--- config.mk ---
export PLATFORM = sky130hd
export DESIGN_NAME = alu_seq_flat
export DESIGN_NICKNAME = d
export VERILOG_FILES = /design/src/rtl/alu_seq_if.sv /design/src/rtl/alu_seq.sv /design/src/flat_wrapper.sv
export SDC_FILE = /design/constraint.sdc
export NUM_CORES = 1
export LEC_CHECK = 0
export CORE_AREA = 2 2 124 126
export CTS_BUF_LIST = sky130_fd_sc_hd__clkbuf_4
export DETAILED_ROUTE_END_ITERATION = 7
export DIE_AREA = 0 0 126 128
export GPL_TIMING_DRIVEN = 1
export PLACE_DENSITY = 0.75
export SYNTH_ARGS = -nofsm -noshare
export SYNTH_HDL_FRONTEND = slang
export SYNTH_SLANG_ARGS = --single-unit
--- constraint.sdc ---
create_clock -name clk -period 3.75 [get_ports clk]
set_clock_uncertainty 0.2 [all_clocks]
set_input_delay 1.125 -clock clk [delete_from_list [all_inputs] [get_ports clk]]
set_output_delay 1.125 -clock clk [all_outputs]
set_load 0.02 [all_outputs]
--- src/rtl/alu_seq_if.sv ---
`default_nettype none
// ============================================================================
//  Module      : alu_seq_if
//  Description : Request/response handshake bundle for the sequential ALU.
//  Revision    : 1.0 - initial release
// ============================================================================
interface alu_seq_if #(
    parameter int WIDTH = 16
);
    logic             in_valid;
    logic             in_ready;
    logic [WIDTH-1:0] a;
    logic [WIDTH-1:0] b;
    logic [4:0]       sel;
    logic             out_valid;
    logic             out_ready;
    logic [WIDTH-1:0] out;
    logic             flag_z;
    logic             flag_c;

    modport master (
        output in_valid, a, b, sel, out_ready,
        input  in_ready, out_valid, out, flag_z, flag_c
    );

    modport slave (
        input  in_valid, a, b, sel, out_ready,
        output in_ready, out_valid, out, flag_z, flag_c
    );
endinterface
`default_nettype wire

--- src/rtl/alu_seq.sv ---
`default_nettype none
// ============================================================================
//  Module      : alu_seq
//  Description : Handshaked ALU with single-cycle ops, bit-serial shifts and
//                a shift-add unsigned multiplier.
//  Revision    : 1.0 - initial release
// ============================================================================
module alu_seq #(
    parameter int WIDTH  = 16,
    parameter bit MUL_EN = 1'b1
) (
    input wire        clk,
    input wire        rst_n,
    alu_seq_if.slave  bus
);
    localparam int c_SHW = $clog2(WIDTH);

    localparam logic [1:0] c_ST_IDLE = 2'd0;
    localparam logic [1:0] c_ST_RUN  = 2'd1;
    localparam logic [1:0] c_ST_DONE = 2'd2;

    localparam logic [4:0] c_OP_ADD   = 5'h00;
    localparam logic [4:0] c_OP_NOT   = 5'h01;
    localparam logic [4:0] c_OP_SHL1  = 5'h02;
    localparam logic [4:0] c_OP_ROL1  = 5'h03;
    localparam logic [4:0] c_OP_AND   = 5'h04;
    localparam logic [4:0] c_OP_XOR   = 5'h05;
    localparam logic [4:0] c_OP_OR    = 5'h06;
    localparam logic [4:0] c_OP_SUB   = 5'h07;
    localparam logic [4:0] c_OP_EQ    = 5'h08;
    localparam logic [4:0] c_OP_NE    = 5'h09;
    localparam logic [4:0] c_OP_LTU   = 5'h0A;
    localparam logic [4:0] c_OP_LTS   = 5'h0B;
    localparam logic [4:0] c_OP_SHR1  = 5'h0C;
    localparam logic [4:0] c_OP_SAR1  = 5'h0D;
    localparam logic [4:0] c_OP_RORA  = 5'h0E;
    localparam logic [4:0] c_OP_RORB  = 5'h0F;
    localparam logic [4:0] c_OP_SHL   = 5'h10;
    localparam logic [4:0] c_OP_SHR   = 5'h11;
    localparam logic [4:0] c_OP_SAR   = 5'h12;
    localparam logic [4:0] c_OP_ROR   = 5'h13;
    localparam logic [4:0] c_OP_MULLO = 5'h14;
    localparam logic [4:0] c_OP_MULHU = 5'h15;

    logic [1:0]         r_state;
    logic [WIDTH-1:0]   r_out;
    logic               r_z;
    logic               r_c;
    logic [c_SHW:0]     r_cnt;
    logic [4:0]         r_op;
    logic [2*WIDTH-1:0] r_acc;
    logic [WIDTH-1:0]   r_mcand;

    logic               w_in_ready;
    logic               w_accept;
    logic [WIDTH:0]     w_sum;
    logic [WIDTH-1:0]   w_res;
    logic               w_carry;
    logic [c_SHW-1:0]   w_amt;
    logic               w_is_shift;
    logic               w_is_mul;
    logic [WIDTH:0]     w_mul_sum;
    logic [2*WIDTH-1:0] w_acc_nxt;
    logic [WIDTH-1:0]   w_run_res;

    // DONE frees the slot in the same cycle the consumer takes the result
    assign w_in_ready = (r_state != c_ST_RUN) && ((r_state != c_ST_DONE) || bus.out_ready);
    assign w_accept   = bus.in_valid && w_in_ready;
    assign w_amt      = bus.b[c_SHW-1:0];
    assign w_is_shift = (bus.sel[4:2] == 3'b100);
    assign w_is_mul   = MUL_EN && ((bus.sel == c_OP_MULLO) || (bus.sel == c_OP_MULHU));

    assign bus.in_ready  = w_in_ready;
    assign bus.out_valid = (r_state == c_ST_DONE);
    assign bus.out       = r_out;
    assign bus.flag_z    = r_z;
    assign bus.flag_c    = r_c;

    always_comb begin
        w_sum   = '0;
        w_res   = '0;
        w_carry = 1'b0;
        case (bus.sel)
            c_OP_ADD: begin
                w_sum   = {1'b0, bus.a} + {1'b0, bus.b};
                w_res   = w_sum[WIDTH-1:0];
                w_carry = w_sum[WIDTH];
            end
            c_OP_SUB: begin
                w_sum   = {1'b0, bus.a} + {1'b0, ~bus.b} + {{WIDTH{1'b0}}, 1'b1};
                w_res   = w_sum[WIDTH-1:0];
                w_carry = w_sum[WIDTH];
            end
            c_OP_NOT:             w_res = ~bus.a;
            c_OP_SHL1:            w_res = {bus.a[WIDTH-2:0], 1'b0};
            c_OP_ROL1:            w_res = {bus.a[WIDTH-2:0], bus.a[WIDTH-1]};
            c_OP_AND:             w_res = bus.a & bus.b;
            c_OP_XOR:             w_res = bus.a ^ bus.b;
            c_OP_OR:              w_res = bus.a | bus.b;
            c_OP_EQ:              w_res = WIDTH'(bus.a == bus.b);
            c_OP_NE:              w_res = WIDTH'(bus.a != bus.b);
            c_OP_LTU:             w_res = WIDTH'(bus.a < bus.b);
            c_OP_LTS:             w_res = WIDTH'($signed(bus.a) < $signed(bus.b));
            c_OP_SHR1:            w_res = {1'b0, bus.a[WIDTH-1:1]};
            c_OP_SAR1:            w_res = {bus.a[WIDTH-1], bus.a[WIDTH-1:1]};
            c_OP_RORA, c_OP_RORB: w_res = {bus.a[0], bus.a[WIDTH-1:1]};
            // Only reached with a zero shift amount
            c_OP_SHL, c_OP_SHR, c_OP_SAR, c_OP_ROR: w_res = bus.a;
            default:              w_res = '0;
        endcase
    end

    // One iteration step; multiply holds {partial product, remaining multiplier}
    always_comb begin
        w_acc_nxt = r_acc;
        w_mul_sum = '0;
        case (r_op)
            c_OP_SHL: w_acc_nxt[WIDTH-1:0] = {r_acc[WIDTH-2:0], 1'b0};
            c_OP_SHR: w_acc_nxt[WIDTH-1:0] = {1'b0, r_acc[WIDTH-1:1]};
            c_OP_SAR: w_acc_nxt[WIDTH-1:0] = {r_acc[WIDTH-1], r_acc[WIDTH-1:1]};
            c_OP_ROR: w_acc_nxt[WIDTH-1:0] = {r_acc[0], r_acc[WIDTH-1:1]};
            default: begin
                w_mul_sum = {1'b0, r_acc[2*WIDTH-1:WIDTH]}
                          + (r_acc[0] ? {1'b0, r_mcand} : {(WIDTH+1){1'b0}});
                w_acc_nxt = {w_mul_sum, r_acc[WIDTH-1:1]};
            end
        endcase
        w_run_res = (r_op == c_OP_MULHU) ? w_acc_nxt[2*WIDTH-1:WIDTH] : w_acc_nxt[WIDTH-1:0];
    end

    always_ff @(posedge clk or negedge rst_n) begin
        if (!rst_n) begin
            r_state <= c_ST_IDLE;
            r_out   <= '0;
            r_z     <= 1'b0;
            r_c     <= 1'b0;
            r_cnt   <= '0;
            r_op    <= '0;
            r_acc   <= '0;
            r_mcand <= '0;
        end else begin
            case (r_state)
                c_ST_RUN: begin
                    r_acc <= w_acc_nxt;
                    r_cnt <= r_cnt - 1'b1;
                    if (r_cnt == (c_SHW+1)'(1)) begin
                        r_out   <= w_run_res;
                        r_z     <= (w_run_res == '0);
                        r_c     <= 1'b0;
                        r_state <= c_ST_DONE;
                    end
                end
                default: begin
                    if (w_accept) begin
                        r_op <= bus.sel;
                        if (w_is_mul) begin
                            r_acc   <= {{WIDTH{1'b0}}, bus.b};
                            r_mcand <= bus.a;
                            r_cnt   <= (c_SHW+1)'(WIDTH);
                            r_state <= c_ST_RUN;
                        end else if (w_is_shift && (w_amt != '0)) begin
                            r_acc   <= {{WIDTH{1'b0}}, bus.a};
                            r_cnt   <= {1'b0, w_amt};
                            r_state <= c_ST_RUN;
                        end else begin
                            r_out   <= w_res;
                            r_z     <= (w_res == '0);
                            r_c     <= w_carry;
                            r_state <= c_ST_DONE;
                        end
                    end else if (bus.out_ready || (r_state != c_ST_DONE)) begin
                        r_state <= c_ST_IDLE;
                    end
                end
            endcase
        end
    end
endmodule
`default_nettype wire

--- src/flat_wrapper.sv ---
// flat-port wrapper written by rule: the top's interface ports become plain ports
module alu_seq_flat 
#(
    parameter int WIDTH  = 16,
    parameter bit MUL_EN = 1'b1
)
  (clk, rst_n, bus_in_valid, bus_a, bus_b, bus_sel, bus_out_ready, bus_in_ready, bus_out_valid, bus_out, bus_flag_z, bus_flag_c);
  alu_seq_if #(.WIDTH(WIDTH)) bus_i ();
  input wire clk;
  input wire rst_n;
  input wire logic [$bits(bus_i.in_valid)-1:0] bus_in_valid;
  input wire logic [$bits(bus_i.a)-1:0] bus_a;
  input wire logic [$bits(bus_i.b)-1:0] bus_b;
  input wire logic [$bits(bus_i.sel)-1:0] bus_sel;
  input wire logic [$bits(bus_i.out_ready)-1:0] bus_out_ready;
  output wire logic [$bits(bus_i.in_ready)-1:0] bus_in_ready;
  output wire logic [$bits(bus_i.out_valid)-1:0] bus_out_valid;
  output wire logic [$bits(bus_i.out)-1:0] bus_out;
  output wire logic [$bits(bus_i.flag_z)-1:0] bus_flag_z;
  output wire logic [$bits(bus_i.flag_c)-1:0] bus_flag_c;
  assign bus_i.in_valid = bus_in_valid;
  assign bus_i.a = bus_a;
  assign bus_i.b = bus_b;
  assign bus_i.sel = bus_sel;
  assign bus_i.out_ready = bus_out_ready;
  assign bus_in_ready = bus_i.in_ready;
  assign bus_out_valid = bus_i.out_valid;
  assign bus_out = bus_i.out;
  assign bus_flag_z = bus_i.flag_z;
  assign bus_flag_c = bus_i.flag_c;
  alu_seq #(.WIDTH(WIDTH), .MUL_EN(MUL_EN)) u_core (.clk(clk), .rst_n(rst_n), .bus(bus_i));
endmodule
==> results.txt, run 1 <==
* Status: complete, no violations
- RSZ-0062 raised after global routing: true
- For the finished layout, the period the worst path requires is about 3.7 ns.
- Max Buffers Root-to-Sink: 2
* Total number of vias: 9,376
* Sequential fraction of the synthesis area: 0.245
* Overflow after GRT: 0
- TritonCTS clock tree: done
* Met3 Usage GRT: 0.0576
- For met2 alone, demand over resource in global routing was 0.654.
* Most repeated cell in the gate-level netlist after synthesis: nand2_1
* Detailed Routing Iterations Pass 1: 7
- The share of synthesized area in the top cell type comes to 0.245.
* HP Class: reg -> reg
- Counting flops with a built-in enable in the synthesized netlist gives 0.
- The worst hold path passes through 2 cells.
- Slew Limit Headroom: 0.349
- Pin count of the biggest net entering global routing: 79
- Number of input and output port buffers inserted: 60
- Gpl congestion: about 1.0
* Via count of the first global-routing pass: ~9,200
- For the worst setup path, the data arrival time is 3.85 ns.
- Maximum VDD drop: 0.194 mV
* Wire length of the first global-routing pass: just under 50 mm
- The worst register-to-register path has a setup slack of around 0.15 ns.
* Number of antenna-violating nets in the routed design: 0
- The critical path starts at bus_a[14].
- After technology mapping, the gate count stands at 1,020.
- Dividing the detail-routed wire length by the instance count gives between 20 and 25 um.
- In this run the power density over the cells is around 420 mW/mm2.
- FF/Latch Area: about 0.0020 mm2
- Along the worst path, the maximum fanout reaches 7.
- The detailed router finished its first iteration with about 1,200 violations.
- Hold endpoint: u_core.r_mcand[14]$_DFFE_PN0P_
* Count of unique library cells instantiated by Yosys: 78
- Clock-pin slew was measured on the worst setup and hold paths at approximately 0.11 ns.
* HPWL after detailed placement: around 24 mm
* Drt total wl: roughly 31 mm
* Area overhead of the layout relative to synthesis: 42.0%
* Post-synthesis cell type with the largest combined area: dfrtp_1
* Number of standard cells in the final layout excluding fillers: 1,484
- A synthesized cell averages 7.82 um2.
- For the worst setup path, the data required time is 3.91 ns.
* Number of endpoints failing setup at the final stage: 0
- Of the available clock period, the critical path in the final layout requires 0.983.
- CTS Sinks: 78
- In the synthesized netlist the async set-or-reset flop fraction comes to 1.00.
- Area of the multi-input gates: around 0.0062 mm2
- Area of the mapped netlist: ~0.008 mm2
- DRC viols: 0
- Clock buffer count from CTS: 9
- The startpoint identified for the worst hold timing path is u_core.r_mcand[14]$_DFFE_PN0P_.
- The core region is 0.0149 mm2.
- Highest clock frequency the design can meet: roughly 0.27 GHz
- The layout has around 1,100 filler cells.
- Class of the most critical setup path: in -> reg
- Final total power: ~4.8 mW
- Kind of capture point of the worst setup path: register
* Most area-consuming cells after synthesis: dfrtp_1 (24%), ha_1 (12%), nand2_1 (5.2%), o21ai_0 (4.8%), a21oi_1 (4.1%)
* Count of final hold-check violations: 0
* Total routing resource utilization after global routing: 0.383
- Busiest layer in global routing: met2
- In the global route stage, met1 resource usage came out at 0.479.
* Vertical die dimension: 128 um
* Library cell used as clock root buffer: clkbuf_4
- Rows: between 40 and 50
* Number of max-capacitance violations reported: 0
- Worst r2r src: u_core.r_acc[0]$_DFFE_PN0P_
* Net count after synthesis: ~1,100
* Leakage: between 5 and 6 nW
- In this run, synthesis produced a sequential element count of just under 80.
* Top FF cell, synth: dfrtp_1
- Startpoint Class: input port
- Slew @ Worst Pin: 0.977 ns
* Initial antenna violation count: 1
- Worst flop-to-flop path endpoint: u_core.bus.flag_z$_DFFE_PN0P_
- For this configuration, the core starts out at a cell density of 0.536.
- The floorplan step defined a die boundary enclosing about 0.016 mm2.
- Counting instances in the post-synthesis netlist gives the leading cell types as nand2_1 (110), nor2_1 (83), dfrtp_1 (78).
- Proportion of layout cells with a drive suffix above 1: 0.321
- Including well taps, the total number of placed cells is about 1,500.
- Chip Width: 126 um
- For the worst-skew pair, the clock arrives at the later sink with an insertion delay of between 0.4 and 0.5 ns.
* Final net count: between 1,000 and 1,500
* H-tree levels: 3
- For the worst flop-to-flop path, the logic depth is 14.
- Pins over their slew limit: 0
- Dividing the detail-routed via count by the number of cells gives roughly 6.3.
- During I/O placement, the number of pins put on the boundary was 61.
- The Yosys step of the flow raised 0 warnings.
==> layout make-up <==
class / count / share of cell area
Tap cell: 188 / 0.0208
Timing Repair Buffer: 321 / 0.226
Sequential cell: 78 / 0.172
Clock buffer: 9 / 0.00597
Clock inverter: 6 / 0.00685
Multi-Input combinational cell: 818 / 0.546
Antenna cell: 1 / 0.000221
Inverter: 63 / 0.0212
==> how the worst max path moves through the flow <==
stage          depth (start not counted)                       endpoint  slack, ns
3_3_place_gp                          13  u_core.bus.flag_z$_DFFE_PN0P_      -0.90
2_1_floorplan                         13  u_core.bus.flag_z$_DFFE_PN0P_      0.007
4_1_cts                               13  u_core.bus.flag_z$_DFFE_PN0P_      0.002
6_report                              13  u_core.bus.flag_z$_DFFE_PN0P_       0.06
3_5_place_dp                          13  u_core.bus.flag_z$_DFFE_PN0P_      -0.94
5_1_grt                               13  u_core.bus.flag_z$_DFFE_PN0P_      -0.06
==> worst max-delay path, cell delays in order <==
cell             delay (ns)
clkdlybuf4s50_1        0.55
inv_1                  0.13
ha_4                   0.25
buf_4                  0.16
mux2i_1                0.15
o22ai_1                0.10
nand2_1                0.09
or4b_1                 0.47
a21oi_2                0.16
mux2i_2                0.12
a2111oi_4              0.30
nand4b_1               0.15
o211ai_2               0.09
==> cell families (layout without fill, tap and decap cells) <==
| group | Yosys count | after routing | share of synthesized area |
|---|---|---|---|
| adders and majority gates | 79 | 79 | 0.127 |
| xor gates and xnor gates | 16 | 16 | 0.0176 |
| other | 0 | 1 | 0 |
| and+or+nand+nor | 363 | 363 | 0.227 |
| muxes | 31 | 31 | 0.0400 |
| DFF | 78 | 78 | 0.245 |
| AOI/OAI and AO/OA | 329 | 329 | 0.283 |
| buffers and inverters | 124 | 399 | 0.0610 |
==> registers in the layout, summed over array words and instances, names as in the netlist <==
register / cells
u_core.r_state: 2
u_core.r_acc: 32
u_core.bus.flag_c: 1
u_core.r_cnt: 5
u_core.bus.out: 16
u_core.r_mcand: 16
u_core.r_op: 5
u_core.bus.flag_z: 1
==> metrics by stage <==
step	worst slack [ns]	TNS, ns	hold WS [ns]	area [um2]	util
2_1_floorplan	0.00685	0	0.242	8010	-
3_3_place_gp	-0.899	-8.83	0.254	10500	0.708
3_5_place_dp	-0.941	-9.62	0.262	10500	0.708
4_1_cts	0.00249	0	0.286	11000	0.739
5_1_grt	-0.0614	-0.0614	0.308	11300	0.762
6_report	0.0649	0	0.291	11300	0.762
==> power breakdown <==
| part | leakage, nW | switching [mW] | internal (mW) |
|---|---|---|---|
| Sequential | 0.991 | 0.279 | 1.19 |
| Clock | 0.0806 | 0.291 | 0.260 |
| Combinational | 4.26 | 1.50 | 1.24 |
| Total | 5.33 | 2.07 | 2.69 |
==> cells in the final DEF (no fill, tap or decap), types with 5 or more instances in the layout <==
| master | n |
|---|---|
| buf_4 | 256 |
| nand2_1 | 110 |
| nor2_1 | 80 |
| dfrtp_1 | 78 |
| o21ai_0 | 71 |
| ha_1 | 59 |
| a21oi_1 | 57 |
| inv_1 | 39 |
| nand3_1 | 30 |
| o211ai_1 | 30 |
| clkdlybuf4s50_1 | 26 |
| inv_2 | 23 |
| mux2i_1 | 23 |
| nor3_1 | 19 |
| and2_1 | 17 |
| o221ai_1 | 17 |
| ha_4 | 15 |
| dlygate4sd2_1 | 15 |
| a21o_1 | 12 |
| nor2b_1 | 11 |
| o22ai_1 | 11 |
| a31oi_1 | 11 |
| xnor2_1 | 9 |
| clkbuf_4 | 9 |
| or3_1 | 8 |
| a21oi_2 | 8 |
| a221o_1 | 8 |
| nand4_1 | 8 |
| dlymetal6s2s_1 | 8 |
| nand2b_1 | 7 |
| xor2_1 | 7 |
| clkbuf_2 | 7 |
| o21bai_1 | 6 |
| a22oi_1 | 6 |
| o21ai_1 | 6 |
| a222oi_1 | 6 |
| mux2_2 | 6 |
| nand3b_1 | 5 |
| or2_2 | 5 |
| a31o_2 | 5 |
==> per-layer routing <==
layer | part of all wire | up-vias
li1 | - | 4341
met2 | 0.48 | 511
met4 | 0.046 | 0
met1 | 0.40 | 4416
met5 | 0 | -
met3 | 0.077 | 108
==> timing repair <==
item                                    4_1_cts  5_1_grt
hold buffers                                  0        0
buffers inserted                              4        6
pin swaps                                    30       35
endpoints found under the setup margin       12       11
gates resized for setup                     101       79
Power figures use the tool's default switching activity.
==> run 2: changes to the inputs <==
--- a/config.mk
+++ b/config.mk
@@ -5,12 +5,14 @@
 export SDC_FILE = /design/constraint.sdc
 export NUM_CORES = 1
 export LEC_CHECK = 0
+export CAP_MARGIN = 30
 export CORE_AREA = 2 2 124 126
 export CTS_BUF_LIST = sky130_fd_sc_hd__clkbuf_4
 export DETAILED_ROUTE_END_ITERATION = 7
 export DIE_AREA = 0 0 126 128
-export GPL_TIMING_DRIVEN = 1
+export GPL_TIMING_DRIVEN = 0
 export PLACE_DENSITY = 0.75
 export SYNTH_ARGS = -nofsm -noshare
 export SYNTH_HDL_FRONTEND = slang
 export SYNTH_SLANG_ARGS = --single-unit
+export TNS_END_PERCENT = 20
==> results.txt, run 2 (synthesis results as in run 1) <==
- The flow ran to the end, but the final reports show violations.
- Failing checks: negative setup slack
- The clock slew at the register clock pins of the worst setup and hold paths came to 0.13 ns (+0.02 ns).
- Max FFs per register: 32 (unchanged)
* Seq pwr share: 0.326 (+0.018)
* Floorplan die area: 0.0161 mm2 (unchanged)
* Logic gate share of total power: 0.563 (-0.013)
- Compared with the post-synthesis result, the final layout area differs by 23.5%.
- The number of input and output port buffers inserted came to 60 (unchanged).
- Clock network latency to the later pin of the worst-skew pair: 0.46 ns (about the same)
- Post-Route M1 WL: 11.9 mm (-4.7%)
- Reg with most FFs: u_core.r_acc
* Number of antenna-violating nets in the routed design: 0 (unchanged)
- The max-slew violation count was 0 (unchanged).
- Via count of the first global-routing pass: 8,177 (-11%)
- Overflow after GRT: 0 (unchanged)
- The floorplan die width came to 126 um (unchanged).
* Power density over the cells: 454 mW/mm2 (+8.1%)
- STA classifies the critical path endpoint as a register.
- The proportion of total power due to net switching was 0.457 (+0.0216).
- The row count is 45 (unchanged).
- The required time reported for the critical path endpoint is 3.90 ns (about the same).
- The level count of the clock H-tree was 3 (unchanged).
- # fillers: 1,300 (+14%)
- The number of detailed-route iterations in the first pass came to 8 (+1).
- CTS Sinks: 78 (unchanged)
* Core footprint: 0.0149 mm2 (unchanged)
* Pin count of the biggest net entering global routing: 70 (-11%)
- The maximum VDD drop came to 0.182 mV (-6.0%).
- Clock period minus final worst setup slack: 3.83 ns (+0.147 ns)
- Clock buffer count from CTS: 9 (unchanged)
* Most frequent standard cell in the layout excluding fill and tap cells: nand2_1
- Via density per instance: 6.70 (+6.0%)
- The net switching component of the power came to 2.04 mW (-1.3%).
- Part of the power in the clock network: 0.110 (-0.006)
* Boundary pin count: 61 (unchanged)
- Depth of the worst register-to-register path: 11 (-3)
* Drt total wl: 30.5 mm (-2.9%)
- Leakage: 4.35 nW (-18%)
- Crit path arrival time: 3.98 ns (+0.13 ns)
- The met2 wire length came to 14.3 mm (-5.4%).
* Worst path setup slack after routing: -0.0818 ns (-0.147 ns)
* Wire length of the first global-routing pass: 45.8 mm (-6.0%)
- Post-Place Cell Area: 0.00888 mm2 (-16%)
* Number of hold buffers added after CTS: 0 (unchanged)
- The internal portion of total power came to 2.43 mW (-9.6%).
- The worst max-slew margin expressed relative to the limit was 0.415 (+0.0663).
* Initial Util: 0.536 (unchanged)
- The critical path is of the in -> reg type.
- The number of nets at the end of the flow was 1,247 (-12%).
* Slew @ Worst Pin: 0.865 ns (-0.112 ns)
- Count of final hold-check violations: 0 (unchanged)
- The maximum frequency from static timing analysis came to 0.261 GHz (-3.8%).
- The overall power of the completed layout came to 4.47 mW (-6.0%).
* Final cycle utilization of the critical path: 1.02 (+0.0391)
* HPWL after detailed placement: 23.1 mm (-5.0%)
- In this run the worst hold path is classified as in -> async.
- The post-layout instance area is 0.00985 mm2 (-13%).
- The fraction of final layout cells with drive strength greater than 1 came to 0.202 (-0.119).
* Vertical die dimension: 128 um (unchanged)
- Number of endpoints failing setup at the final stage: 1 (+1)
- Max Buffers Root-to-Sink: 2 (unchanged)
- The worst setup path is launched from an input port.
- Commonest cells after routing, fill and taps aside: nand2_1 (110), nor2_1 (77), dfrtp_1 (77)
- Detailed router's first-iteration violation count: 1,052 (-9.8%)
- The highest layer touched by signal routing is met4.
- The average wire length per cell after detail routing came to 23.1 um (+9.2%).
* Total number of vias: 8,844 (-5.7%)
* Worst slack at placement: -1.55 ns (-0.604 ns)
- Total routing resource utilization after global routing: 0.366 (-0.0168)
* RSZ-0062 raised after global routing: true
- DRC viols: 0 (unchanged)
- The root buffer cell chosen for the clock tree is clkbuf_4.
* TritonCTS clock tree: done
- The number of antenna violations at the first check in global routing is 1 (unchanged).
* Setup TNS: -0.0818 ns (-0.0818 ns)
* Gpl congestion: 1.00 (-3.5%)
- The detailed-routed wire length on met3 came to 2.55 mm (+5.8%).
* Critical path fanouts, max: 10 (+3)
- Number of max-capacitance violations reported: 0 (unchanged)
-- run 2: cell count changes in the layout (fill, tap and decap cells not counted), sizes merged, moves of 3 or more --
cell,delta
dlygate4sd2,-7
clkdlybuf4s50,-3
clkbuf,+48
dlymetal6s2s,-7
buf,-196
-- run 2: layout make-up --
cell class | count | area (um2) | area share
diodes | 1 | 2.50 | 0.000254
plain buffers | 56 | 300 | 0.0305
clock buffers | 9 | 67.6 | 0.00686
clock inverters | 6 | 53.8 | 0.00546
inverters | 63 | 253 | 0.0257
multi-input cells | 818 | 6160 | 0.625
flip-flops and latches | 78 | 1950 | 0.198
well taps | 188 | 235 | 0.0239
repair buffers | 101 | 825 | 0.0837
-- run 2: final timing paths --
check,startpoint,end,slack [ns]
worst min register to register,u_core.r_mcand[15]$_DFFE_PN0P_,u_core.r_mcand[15]$_DFFE_PN0P_,0.29
worst max register to register,u_core.r_acc[0]$_DFFE_PN0P_,u_core.bus.flag_z$_DFFE_PN0P_,0.07
worst min-delay path,rst_n,u_core.r_cnt[2]$_DFFE_PN0P_,0.28
min in group clk,u_core.r_mcand[15]$_DFFE_PN0P_,u_core.r_mcand[15]$_DFFE_PN0P_,0.29
worst max-delay path,bus_sel[3],u_core.bus.flag_z$_DFFE_PN0P_,-0.08
max in group asynchronous,rst_n,u_core.r_acc[10]$_DFFE_PN0P_,2.47
-- run 2: metal layers --
metal,up-vias,global-route usage
li1,4015,-
met2,527,0.603
met4,0,0.195
met1,4171,0.465
met5,-,0
met3,131,0.0580
-- run 2: through the flow --
stage                     hold slack, ns  instances   util
final                              0.283       1320  0.663
after global routing               0.280       1320  0.663
after CTS                          0.279       1297  0.638
after detailed placement           0.264       1271  0.597
after global placement             0.253       1268  0.595
after floorplan                    0.242       1020      -
-- run 2: repair_timing --
item / in CTS / in global routing
endpoints found under the setup margin: 19 / 9
pin swaps: 19 / 28
resized for setup: 193 / 102
buffers inserted: 16 / 22
-- run 2: power by group through the flow --
stage	combinational (mW)	clock (mW)	sequential, mW
final	2.52	0.494	1.46
after global routing	2.73	0.524	1.49
after CTS	2.36	0.494	1.45
after detailed placement	2.25	0	1.47
after global placement	2.21	0	1.47
after floorplan	1.41	0	1.49
-- run 2: worst max-delay path, cell delays in order --
cell and delay, ns:
dlygate4sd2_1 0.30, nor3b_4 0.26, nand3_1 0.32, clkbuf_2 0.33, clkbuf_2 0.32, nor4_1 0.60, nor3_2 0.09, nor2_2 0.27
nor4_2 0.09, nand4b_1 0.17, o211ai_2 0.11
==> run 3: changes to the inputs <==
==> constraint.sdc (replaced) <==
create_clock -name clk -period 3.75 [get_ports clk]
set_clock_uncertainty 0.2 [all_clocks]
set_input_delay 0.375 -clock clk [delete_from_list [all_inputs] [get_ports clk]]
set_output_delay 0.375 -clock clk [all_outputs]
set_load 0.02 [all_outputs]
==> results.txt, run 3 (synthesis results as in run 1) <==
* Class of the most critical setup path: in -> reg
- The global routing met2 resource utilization came to 0.618 (+0.0152).
- The floorplan die width is 126 um (unchanged).
- The global-route wire length before repair was 46.7 mm (+1.8%).
* Via density per instance: 6.75 (+0.78%)
- Vertical die dimension: 128 um (unchanged)
* Initial antenna violation count: 1 (unchanged)
- The worst register-to-register path ends at u_core.bus.flag_z$_DFFE_PN0P_.
- Area of the multi-input gates: 0.00573 mm2 (-7.0%)
* Gpl congestion: 1.05 (+4.6%)
* Met3 Usage GRT: 0.0330 (-0.0250)
- Highest cell delay on the worst timing path: 0.71 ns (+0.11 ns)
- In this run the critical register-to-register path is launched from u_core.r_acc[0]$_DFFE_PN0P_.
- The run finished with clean final reports.
- Leakage: 4.18 nW (-4.0%)
- Detailed router's first-iteration violation count: 1,195 (+14%)
* Pins over their slew limit: 0 (unchanged)
- The insertion delay of the later-clocked pin in the worst-skew pair is 0.45 ns (about the same).
* Number of endpoints failing setup at the final stage: 0 (-1)
- Commonest cells after routing, fill and taps aside: nand2_1 (110), nor2_1 (80), dfrtp_1 (77)
- Floorplan die area: 0.0161 mm2 (unchanged)
* Pin count of the biggest net entering global routing: 70 (unchanged)
- Utilization after layout: 0.624 (-0.0389)
* Rows: 45 (unchanged)
* DRC viols: 0 (unchanged)
* HPWL after detailed placement: 23.2 mm (+0.49%)
* Core footprint: 0.0149 mm2 (unchanged)
- Via count of the first global-routing pass: 8,370 (+2.4%)
* H-tree levels: 3 (unchanged)
- Most frequent standard cell in the layout excluding fill and tap cells: nand2_1
* Proportion of layout cells with a drive suffix above 1: 0.0979 (-0.105)
* Depth of the worst register-to-register path: 15 (+4)
* Reg with most FFs: u_core.r_acc
* RSZ-0062 raised after global routing: true
- Slew @ Worst Pin: 0.833 ns (-0.0320 ns)
* Area overhead of the layout relative to synthesis: 16.3%
- WP data required: 3.89 ns (about the same)
- The count of boundary I/O pins came to 61 (unchanged).
* Cell-by-cell listing of the critical path: clkdlybuf4s50_1 -> buf_2 -> nor3b_1 -> a21oi_1 -> nor2b_1 -> buf_2 -> nor2_2 -> a21oi_1 -> and4b_1 -> nand4_1 -> and4bb_1 -> nand4_1 -> o211ai_2
- Critical path fanouts, max: 11 (+1)
- The buffering stage count on the worst path with inverters included is 3 (unchanged).
- Delay-heaviest family, CP: simple AND/OR/NAND/NOR gates
* Detailed Routing Iterations Pass 1: 6 (-2)
* Busiest layer in global routing: met2
- The clock net sink count was 78 (unchanged).
- The proportion of total power due to net switching came to 0.454 (-0.00303).
* Maximum VDD drop: 0.281 mV (+54%)
- # fillers: 1,386 (+6.6%)
- Logic gate share of total power: 0.541 (-0.022)
- Number of max-capacitance violations reported: 0 (unchanged)
- The maximum frequency from static timing analysis is 0.269 GHz (+3.1%).
- The met1 track utilization from global routing was 0.480 (+0.0151).
- Clock period minus final worst setup slack: 3.71 ns (-0.117 ns)
- The final hold violation count was 0 (unchanged).
- Library cell used as clock root buffer: clkbuf_4
- Slowest CP cell: nor3b_1
- The initial cell density of the core was 0.536 (unchanged).
- Post-detailed-route wirelength per cell: 23.3 um (+0.73%)
- Startpoint Class: input port
- Total number of vias: 8,724 (-1.4%)
* Final cycle utilization of the critical path: 0.991 (-0.0312)
- The slack of the worst reg-to-reg path is 0.10 ns (+0.03 ns).
* Max FFs per register: 32 (unchanged)
* Power density over the cells: 481 mW/mm2 (+5.9%)
* Total routing resource utilization after global routing: 0.369 (+0.00286)
- Number of antenna-violating nets in the routed design: 0 (unchanged)
- The signal arrival time at the worst endpoint came to 3.85 ns (-0.13 ns).
- The clock slew at the register clock pins of the worst setup and hold paths is 0.13 ns (about the same).
* Seq pwr share: 0.329 (+0.003)
- Kind of capture point of the worst setup path: register
- Final net count: 1,219 (-2.2%)
- The internal portion of total power came to 2.43 mW (+0.24%).
* Final total power: 4.46 mW (-0.32%)
- Number of input and output port buffers inserted: 60 (unchanged)
* Max Buffers Root-to-Sink: 2 (unchanged)
- The clock network fraction of total power came to 0.130 (+0.020).
- The sequential cell area came to 0.00195 mm2 (unchanged).
- Overflow after GRT: 0 (unchanged)
- TritonCTS clock tree: done
- The net switching component of the power is 2.02 mW (-0.98%).
- The worst hold path belongs to the class in -> async.
- The clock buffer count from CTS was 9 (unchanged).
* Slew Limit Headroom: 0.443 (+0.0282)
* Drt total wl: 30.0 mm (-1.4%)
run 3: what timing repair did:
item                                    4_1_cts  5_1_grt
resized for setup                            26       46
hold buffers                                  1        0
endpoints found under the hold margin        78        0
buffers inserted                              5        5
endpoints found under the setup margin        6       12
pin swaps                                     3        5
run 3: final cells by class:
| type | count | area share |
|---|---|---|
| diodes | 1 | 0.000270 |
| repair buffers | 73 | 0.0779 |
| plain buffers | 56 | 0.0259 |
| clock buffers | 10 | 0.00810 |
| clock inverters | 5 | 0.00810 |
| well taps | 188 | 0.0254 |
| multi-input cells | 818 | 0.618 |
| inverters | 63 | 0.0259 |
| flip-flops and latches | 78 | 0.211 |
run 3: per-layer routing:
layer / routed length (um) / part of all wire / vias to the layer above
met5: 0 / 0 / -
met4: 1650 / 0.055 / 0
met3: 2280 / 0.076 / 113
met2: 14200 / 0.47 / 497
met1: 11900 / 0.40 / 4174
li1: - / - / 3940
run 3: worst max-delay path by stage:
stage,startpoint,endpoint,slack [ns],cells after the start
6_report,bus_sel[3],u_core.bus.flag_z$_DFFE_PN0P_,0.04,13
5_1_grt,u_core.r_acc[0]$_DFFE_PN0P_,u_core.bus.flag_z$_DFFE_PN0P_,-0.06,15
4_1_cts,bus_b[2],u_core.bus.flag_z$_DFFE_PN0P_,0.0003,14
3_5_place_dp,bus_a[3],u_core.bus.flag_z$_DFFE_PN0P_,-0.93,14
3_3_place_gp,bus_a[2],u_core.bus.flag_z$_DFFE_PN0P_,-0.91,14
2_1_floorplan,bus_a[2],u_core.bus.flag_z$_DFFE_PN0P_,0.60,13
run 3: power groups by stage:
stage	logic (mW)	clock network [mW]	registers (mW)
detailed placement	2.25	0	1.48
CTS	2.30	0.573	1.46
global route	2.61	0.609	1.51
floorplan	1.40	0	1.49
global placement	2.21	0	1.47
finish	2.41	0.578	1.47
run 3: stage by stage:
stage	hold slack (ns)	worst slack (ns)	cells	TNS, ns	area (um2)
2_1_floorplan	-0.121	0.602	1020	0	7970
3_3_place_gp	0.254	-0.912	1268	-62.13	8810
3_5_place_dp	0.0294	-0.935	1270	-6.70	8840
4_1_cts	0.0923	0.000253	1289	0	9120
5_1_grt	0.0866	-0.0553	1292	-0.0932	9270
6_report	0.0860	0.0351	1292	0	9270
